`config.mk`:
```
export PLATFORM = sky130hd
export DESIGN_NAME = ls_bus_bridge
export DESIGN_NICKNAME = d
export VERILOG_FILES = /design/src/rtl/ls_bus_bridge_pkg.sv /design/src/rtl/ls_mask2strb.sv /design/src/rtl/ls_bus_bridge.sv
export SDC_FILE = /design/constraint.sdc
export NUM_CORES = 1
export LEC_CHECK = 0
export CORE_AREA = 5 5 205 207
export CTS_BUF_LIST = sky130_fd_sc_hd__clkbuf_16
export CTS_CLUSTER_SIZE = 30
export DETAILED_ROUTE_END_ITERATION = 7
export DIE_AREA = 0 0 210 212
export PLACE_DENSITY = 0.52
export SLEW_MARGIN = 5
export SYNTH_ARGS = -nofsm -noshare
export SYNTH_HDL_FRONTEND = slang
export SYNTH_HIERARCHICAL = 1
export SYNTH_SLANG_ARGS = --single-unit
```
`constraint.sdc`:
```
create_clock -name clock -period 2 [get_ports clock]
set_clock_uncertainty 0.2 [all_clocks]
set_input_delay 0.6 -clock clock [delete_from_list [all_inputs] [get_ports clock]]
set_output_delay 0.6 -clock clock [all_outputs]
set_load 0.01 [all_outputs]
```
`src/rtl/ls_bus_bridge_pkg.sv`:
```
// Shared types and helpers for the load/store bus bridge: FSM states,
// byte-strobe reduction and doubleword-index to byte-address conversion.
package ls_bus_bridge_pkg;

  localparam int unsigned DW = 64;
  localparam int unsigned SW = DW / 8;

  typedef enum logic [1:0] {
    IDLE,
    REQ,
    WAIT_RESP,
    DONE
  } state_t;

  function automatic logic [SW-1:0] mask_to_strb(input logic [DW-1:0] mask);
    logic [SW-1:0] strb;
    strb = '0;
    for (int i = 0; i < SW; i++) begin
      strb[i] = |mask[8*i +: 8];
    end
    return strb;
  endfunction

  // Top three index bits fall off: byte addresses are 64 bits wide.
  function automatic logic [DW-1:0] index_to_addr(input logic [DW-1:0] idx);
    return {idx[DW-4:0], 3'b000};
  endfunction

endpackage

```
`src/rtl/ls_mask2strb.sv`:
```
// Reduces a byte-granular 64-bit write mask to an 8-bit byte strobe.
// Purely combinational, no latency, no flow control.
module ls_mask2strb
  import ls_bus_bridge_pkg::*;
(
  input  logic [DW-1:0] i_mask,
  output logic [SW-1:0] o_strb
);

  assign o_strb = mask_to_strb(i_mask);

endmodule

```
`src/rtl/ls_bus_bridge.sv`:
```
// Replays one load/store at a time onto a single-beat request/response bus; done pulses
// 3+ cycles after fire. Upstream ready drops for the whole transaction; bus stalls hold REQ.
module ls_bus_bridge
  import ls_bus_bridge_pkg::*;
#(
  parameter int unsigned RESP_TIMEOUT  = 255,
  parameter logic [63:0] TIMEOUT_RDATA = 64'hDEAD_BEEF_DEAD_BEEF
) (
  input  logic        clock,
  input  logic        reset_n,
  input  logic        opload_index_valid,
  output logic        opload_index_ready,
  input  logic [63:0] opload_index,
  output logic        opload_operation_done,
  output logic [63:0] opload_read_data,
  input  logic        opstore_index_valid,
  output logic        opstore_index_ready,
  input  logic [63:0] opstore_index,
  input  logic [63:0] opstore_write_data,
  input  logic [63:0] opstore_write_mask,
  output logic        opstore_operation_done,
  output logic        bus_req_valid,
  input  logic        bus_req_ready,
  output logic        bus_req_write,
  output logic [63:0] bus_req_addr,
  output logic [63:0] bus_req_wdata,
  output logic [7:0]  bus_req_wstrb,
  input  logic        bus_resp_valid,
  input  logic [63:0] bus_resp_data,
  output logic        bus_err
);

  localparam int unsigned CNT_W = $clog2(RESP_TIMEOUT + 1);

  state_t             r_state;
  logic [CNT_W-1:0]   r_cnt;
  logic               r_req_valid;
  logic               r_req_write;
  logic [DW-1:0]      r_req_addr;
  logic [DW-1:0]      r_req_wdata;
  logic [SW-1:0]      r_req_wstrb;
  logic [DW-1:0]      r_rdata;
  logic               r_load_done;
  logic               r_store_done;
  logic               r_err;

  logic               w_idle;
  logic               w_load_fire;
  logic               w_store_fire;
  logic               w_timeout;
  logic               w_stray_resp;
  logic [SW-1:0]      w_store_strb;

  ls_mask2strb u_mask2strb (
    .i_mask (opstore_write_mask),
    .o_strb (w_store_strb)
  );

  // Load wins a tie; the store simply stays pending until the next IDLE.
  assign w_idle       = (r_state == IDLE);
  assign w_load_fire  = w_idle && opload_index_valid;
  assign w_store_fire = w_idle && !opload_index_valid && opstore_index_valid;
  assign w_timeout    = (r_cnt == CNT_W'(RESP_TIMEOUT));
  assign w_stray_resp = bus_resp_valid && (r_state != WAIT_RESP);

  always_ff @(posedge clock or negedge reset_n) begin
    if (!reset_n) begin
      r_state      <= IDLE;
      r_cnt        <= '0;
      r_req_valid  <= 1'b0;
      r_req_write  <= 1'b0;
      r_req_addr   <= '0;
      r_req_wdata  <= '0;
      r_req_wstrb  <= '0;
      r_rdata      <= '0;
      r_load_done  <= 1'b0;
      r_store_done <= 1'b0;
      r_err        <= 1'b0;
    end else begin
      r_load_done  <= 1'b0;
      r_store_done <= 1'b0;
      if (w_stray_resp) begin
        r_err <= 1'b1;
      end
      case (r_state)
        IDLE: begin
          if (w_load_fire) begin
            r_req_write <= 1'b0;
            r_req_addr  <= index_to_addr(opload_index);
            r_req_wdata <= '0;
            r_req_wstrb <= '0;
            r_req_valid <= 1'b1;
            r_state     <= REQ;
          end else if (w_store_fire) begin
            r_req_write <= 1'b1;
            r_req_addr  <= index_to_addr(opstore_index);
            r_req_wdata <= opstore_write_data;
            r_req_wstrb <= w_store_strb;
            r_req_valid <= 1'b1;
            r_state     <= REQ;
          end
        end
        REQ: begin
          if (bus_req_ready) begin
            r_req_valid <= 1'b0;
            r_cnt       <= '0;
            r_state     <= WAIT_RESP;
          end
        end
        WAIT_RESP: begin
          r_cnt <= r_cnt + 1'b1;
          // A response landing on the timeout cycle still counts as a real response.
          if (bus_resp_valid) begin
            r_rdata      <= bus_resp_data;
            r_load_done  <= !r_req_write;
            r_store_done <= r_req_write;
            r_state      <= DONE;
          end else if (w_timeout) begin
            r_rdata      <= TIMEOUT_RDATA;
            r_err        <= 1'b1;
            r_load_done  <= !r_req_write;
            r_store_done <= r_req_write;
            r_state      <= DONE;
          end
        end
        DONE: begin
          r_state <= IDLE;
        end
        default: begin
          r_state <= IDLE;
        end
      endcase
    end
  end

  assign opload_index_ready     = w_idle;
  assign opstore_index_ready    = w_idle && !opload_index_valid;
  assign opload_operation_done  = r_load_done;
  assign opstore_operation_done = r_store_done;
  assign opload_read_data       = r_rdata;
  assign bus_req_valid          = r_req_valid;
  assign bus_req_write          = r_req_write;
  assign bus_req_addr           = r_req_addr;
  assign bus_req_wdata          = r_req_wdata;
  assign bus_req_wstrb          = r_req_wstrb;
  assign bus_err                = r_err;

endmodule

```
# Yosys cells after proc, flatten, opt, wreduce, memory -nomap -nowiden
# Cells that the tools add are included.
classes:
  n_addsub: 1
  eq_ne: 8
  n_mux: 31
  reduce_logical: 24
op_table:
  columns: ["cell", "count"]
  rows:
  - ["2-to-1 mux 64 bit", 6]
  - ["OR reduction 8 bit", 8]
  - ["2-to-1 mux 8 bit", 3]
  - ["one-hot mux 8 bit (2 select lines)", 1]
  - ["2-to-1 mux 1 bit", 14]
  - ["2-to-1 mux 2 bit", 5]
  - ["adder 8 x 1 -> 8 bit, second input constant", 1]
  - ["equality test 8 bit, second input constant", 1]
  - ["one-hot mux 2 bit (4 select lines)", 1]
  - ["nonzero test 2 bit", 4]
  - ["AND reduction 2 bit", 3]
  - ["AND reduction 3 bit", 2]
  - ["equality test 2 bit, second input constant", 2]
  - ["logical AND 1 bit", 4]
  - ["!= test 2 bit, second input constant", 2]
  - ["!= test 3 x 1 -> 1 bit, second input constant", 1]
  - ["!= test 3 bit, second input constant", 1]
  - ["equality test 2 x 1 -> 1 bit, second input constant", 1]
  - ["logical NOT 1 bit", 2]
  - ["logical NOT 2 bit", 1]
  - ["one-hot mux 1 bit (2 select lines)", 1]
totals:
  regBits: 215
  input_bits: 326
  out_inout_bits: 207
  elab_cells: 75

# Depth between registers and ports, before layout
depth:
  depth_word: 6
  ltp_mapped: 8
  ltp_nobuf: 6

# By module
# Netlist, hierarchy kept.
modules_own_cells:
  columns: ["module", "instances", "cells_each", "area_each_um2"]
  rows:
  - ["ls_bus_bridge", 1, 663, 8426.8]
  - ["ls_mask2strb", 1, 24, 130.1]

# Least setup slack after synthesis
# OpenSTA, ideal clock, no wires.
synth_path:
  kind: "flip-flop to flip-flop"
  startpoint: "reg r_state[0]"
  endpoint: "reg r_state[1]"
  setup_ns: 0.127
  arrival_ns: 1.537
  required_time_ns: 1.673
  slack_ns: 0.135
  stages_incl_launch_ff: 7
  synth_period_minus_slack_ns: 1.865
  path_cell_list: "dfrtp_1 inv_1 ha_1 nand2b_1 o21ai_0 o21ba_2 mux2_1"
synth_between:
  elab_chain_len: 5
  word_cells_on_any_way: 13
synth_rtl:
  columns: ["item", "line", "source"]
  rows:
  - ["start: declaration", "ls_bus_bridge.sv:35", "state_t r_state;"]
  - ["start signal: assignment", "ls_bus_bridge.sv:68", "r_state <= IDLE;"]
  - ["start signal: assignment", "ls_bus_bridge.sv:93", "r_state <= REQ;"]
  - ["start signal: assignment", "ls_bus_bridge.sv:100", "r_state <= REQ;"]
  - ["logical NOT 2 bit (*)", "ls_bus_bridge.sv:60", "assign w_idle = (r_state == IDLE);"]
  - ["via opload_index_ready", "ls_bus_bridge.sv:12", "output logic opload_index_ready,"]
  - ["logical AND 1 bit (2 in a row)", "ls_bus_bridge.sv:62", "assign w_store_fire = w_idle && !opload_index_valid && opstore_index_valid;"]
  - ["!= test 3 x 1 -> 1 bit (no line)", null, null]
  - ["AND reduction 3 bit (no line)", null, null]
# The timed path passes the listed nets; every way through them passes the cells marked *.
# A chain may end at the register's enable or synchronous reset.

# Final worst setup path
layout_path:
  startpoint: "reg r_state[0]"
  endpoint: "out opstore_index_ready"
layout_between:
  elab_chain_len: 2
layout_rtl:
  columns: ["item", "line", "source"]
  rows:
  - ["logical NOT 2 bit", "ls_bus_bridge.sv:60", null]
  - ["logical AND 1 bit", "ls_bus_bridge.sv:137", "assign opstore_index_ready = w_idle && !opload_index_valid;"]
  - ["end: declaration", "ls_bus_bridge.sv:17", "output logic opstore_index_ready,"]
# No other way between the ends.

==> results_dict.tcl <==
set metrics [dict create \
    drt_wl_total_mm 32.9 \
    cts_tree "built" \
    post-place-ws_ps -622 \
    wl_per_cell_microns 18.3 \
    grt_antenna_before_repair 1 \
    async_flop_share_pct 100 \
    cp.arrival_ps 1380 \
    synth_top_area_cell "dfrtp_1" \
    netlist.area_leader.share_pct 62.0 \
    synth.distinct_cells 38 \
    h-tree-depth 1 \
    hold_ws_ps 274 \
    synthTopCellsByCount "dfrtp_1 (212), a22o_1 (88), nand2_1 (73)" \
    grt_max_degree 50 \
    seq_area_frac_synth_pct 62.0 \
    drt_iter0_markers 312 \
    instances_no_fill 1794 \
    post-route-period-util_pct 109 \
    place_inst 1743 \
    row_count 74 \
    cap_viol_max_count 0 \
    critical_path_required_ps 1200 \
    layout_min_cycle_time_ps 2180 \
    synth_most_common_cell "dfrtp_1" \
    leakagePower_nw 7.03 \
    startpoint_type "flop" \
    yosys_warnings 6 \
    antenna_cells 0 \
    whs_path_depth 2 \
    fin_ws_ps -181 \
    drive_gt1_share_pct 18.1 \
    drc 0 \
    netlist_top_cells_area "dfrtp_1 (62%), a22o_1 (9.0%), mux2i_1 (7.6%)" \
    die_area_sq_mm 0.0445 \
    dp_hpwl_mm 25.5 \
    clk-insertion-delay-late_ps 520 \
    irDropWorstVdd_mv 0.454 \
    cts-root-buf "clkbuf_16" \
    first_pass_iters 4 \
    die_y_microns 212 \
    grt.total_usage_pct 14.0 \
    cp_cell_sequence "inv_2 > ha_4 > nand2b_4 > inv_4 > buf_6" \
    io_pins 533 \
    max_stage_delay_ps 380 \
    holdCritPathClass "flop to flop" \
    crit_path_end_kind "primary output" \
    overflow 0 \
    maxSlewViolCount 0 \
    port_buffers 523 \
    finalHoldViolCount 0 \
    path_class "flop to primary output" \
    status "finished with violations" \
    cts.sinks 212 \
    setup_viol 2 \
    routed-via-count 7615 \
    path_clk_slew_ps 60 \
    grt_pass1_vias 8309 \
    synth_edf_count 0 \
    final_nets 1576 \
    coreArea_sq_mm 0.0402 \
    r2r_cells 9 \
    clockBufferDepth 3 \
    yosys_register_bits 212 \
    synthToLayoutAreaGrowth_pct 81.1 \
    violations "setup timing" \
    numCtsBuffers 26 \
    die_x_microns 210 \
    synth_area_per_cell_sq_um 12.5 \
    power.density_mw_per_mm2 1370 \
    fmax_ghz 0.459 \
    worstPathMaxFanout 3 \
    via_per_inst 4.24 \
    grt_pass1_wl_mm 49.4 \
    netlist_area_sq_mm 0.00856 \
    syn_inst 687 \
    antenna_left 0 \
    crit_path_top_delay_cell "dfrtp_1" \
    place_congestion 0.766 \
    start_util_pct 21.3 \
    rsz0062_at_grt "yes" \
    ys.flop_type "dfrtp_1" \
]
==> layout by cell type (no fill, tap or decap), types with 18 or more instances in the layout <==
master	count
a22o_1	88
clkdlybuf4s50_1	318
clkdlybuf4s15_1	85
clkbuf_16	28
o22a_1	48
mux2i_1	65
o21ai_0	69
clkdlybuf4s15_2	49
buf_12	18
clkbuf_2	35
buf_4	39
nand2_1	72
dfrtp_1	212
buf_2	33
==> final timing paths <==
kind | slack, ps | to | from
max | -180 | opstore_index_ready | r_state[0]
min | 270 | bus_req_addr[60] | bus_req_addr[60]
max reg2reg | 110 | bus_req_wdata[61] | r_state[0]
min reg2reg | 270 | bus_req_addr[60] | bus_req_addr[60]
max in group asynchronous | 690 | bus_req_addr[13] | reset_n
min in group asynchronous | 370 | opstore_operation_done | reset_n
==> critical path, delay by kind of cell, from the launching register on <==
family / cells / cell delay, ps
flip-flops: 1 / 380
buffers and inverters: 3 / 230
adder cells (fa/ha/maj): 1 / 170
AND/OR/NAND/NOR: 1 / 70
==> final cells by class <==
| class | instances | area [sq um] |
|---|---|---|
| fill | 3982 | 24700 |
| timing repair buffer | 583 | 5660 |
| sequential | 212 | 5310 |
| multi-input combinational | 418 | 3020 |
| clock buffer | 27 | 676 |
| tap | 532 | 666 |
| clock inverter | 18 | 150 |
| inverter | 4 | 17.5 |
==> power by group <==
group / total [mW] / internal (mW) / switching, mW
combinational: 9.31 / 4.96 / 4.35
sequential: 7.31 / 6.24 / 1.08
clock: 4.60 / 2.79 / 1.81
==> per-stage QoR <==
step           utilization (%)  TNS, ps  cell area (sq um)  power [mW]
2_1_floorplan                -        0               8560        11.5
3_3_place_gp              36.9   -52800              14800        17.8
3_5_place_dp              36.9   -55090              14800        17.9
4_1_cts                   39.1     -442              15700        21.9
5_1_grt                   38.6     -501              15500        22.6
6_report                  38.6     -347              15500        21.2
==> what timing repair did <==
item / 4_1_cts / 5_1_grt
buffers inserted: 2 / 3
cloned: 0 / 1
pin swaps: 1 / 2
gates resized for setup: 518 / 61
endpoints found under the setup margin: 222 / 101
endpoints found under the hold margin: 23 / 0
hold buffers: 1 / 0
==> layer usage <==
metal / routed length (microns) / track usage [%] / vias to the layer above
met4: 687 / 3.33 / 2
met2: 16700 / 24.7 / 290
met3: 2470 / 3.81 / 47
met1: 13100 / 17.0 / 3628
li1: - / - / 3648
met5: 13 / 0 / -
==> sequential cells by signal (all words and copies together) (netlist names) <==
signal	count
bus_req_addr	61
r_cnt	8
opload_read_data	64
opstore_operation_done	1
bus_req_wdata	64
bus_req_wstrb	8
bus_req_valid	1
bus_err	1
r_state	2
opload_operation_done	1
bus_req_write	1
==> cells by family (layout without fill, tap and decap cells) <==
logic type | count (synthesis) | after routing | share of synthesized area (%)
DFF | 212 | 212 | 62.0
adders and majority gates | 5 | 5 | 0.731
AOI/OAI and AO/OA | 221 | 221 | 19.3
xor gates and xnor gates | 3 | 3 | 0.307
buffers and inverters | 59 | 632 | 3.36
muxes | 66 | 66 | 7.73
and+or+nand+nor | 120 | 120 | 6.48
other | 1 | 3 | 0.0438
No activity file was read; power rests on OpenSTA's default activity.
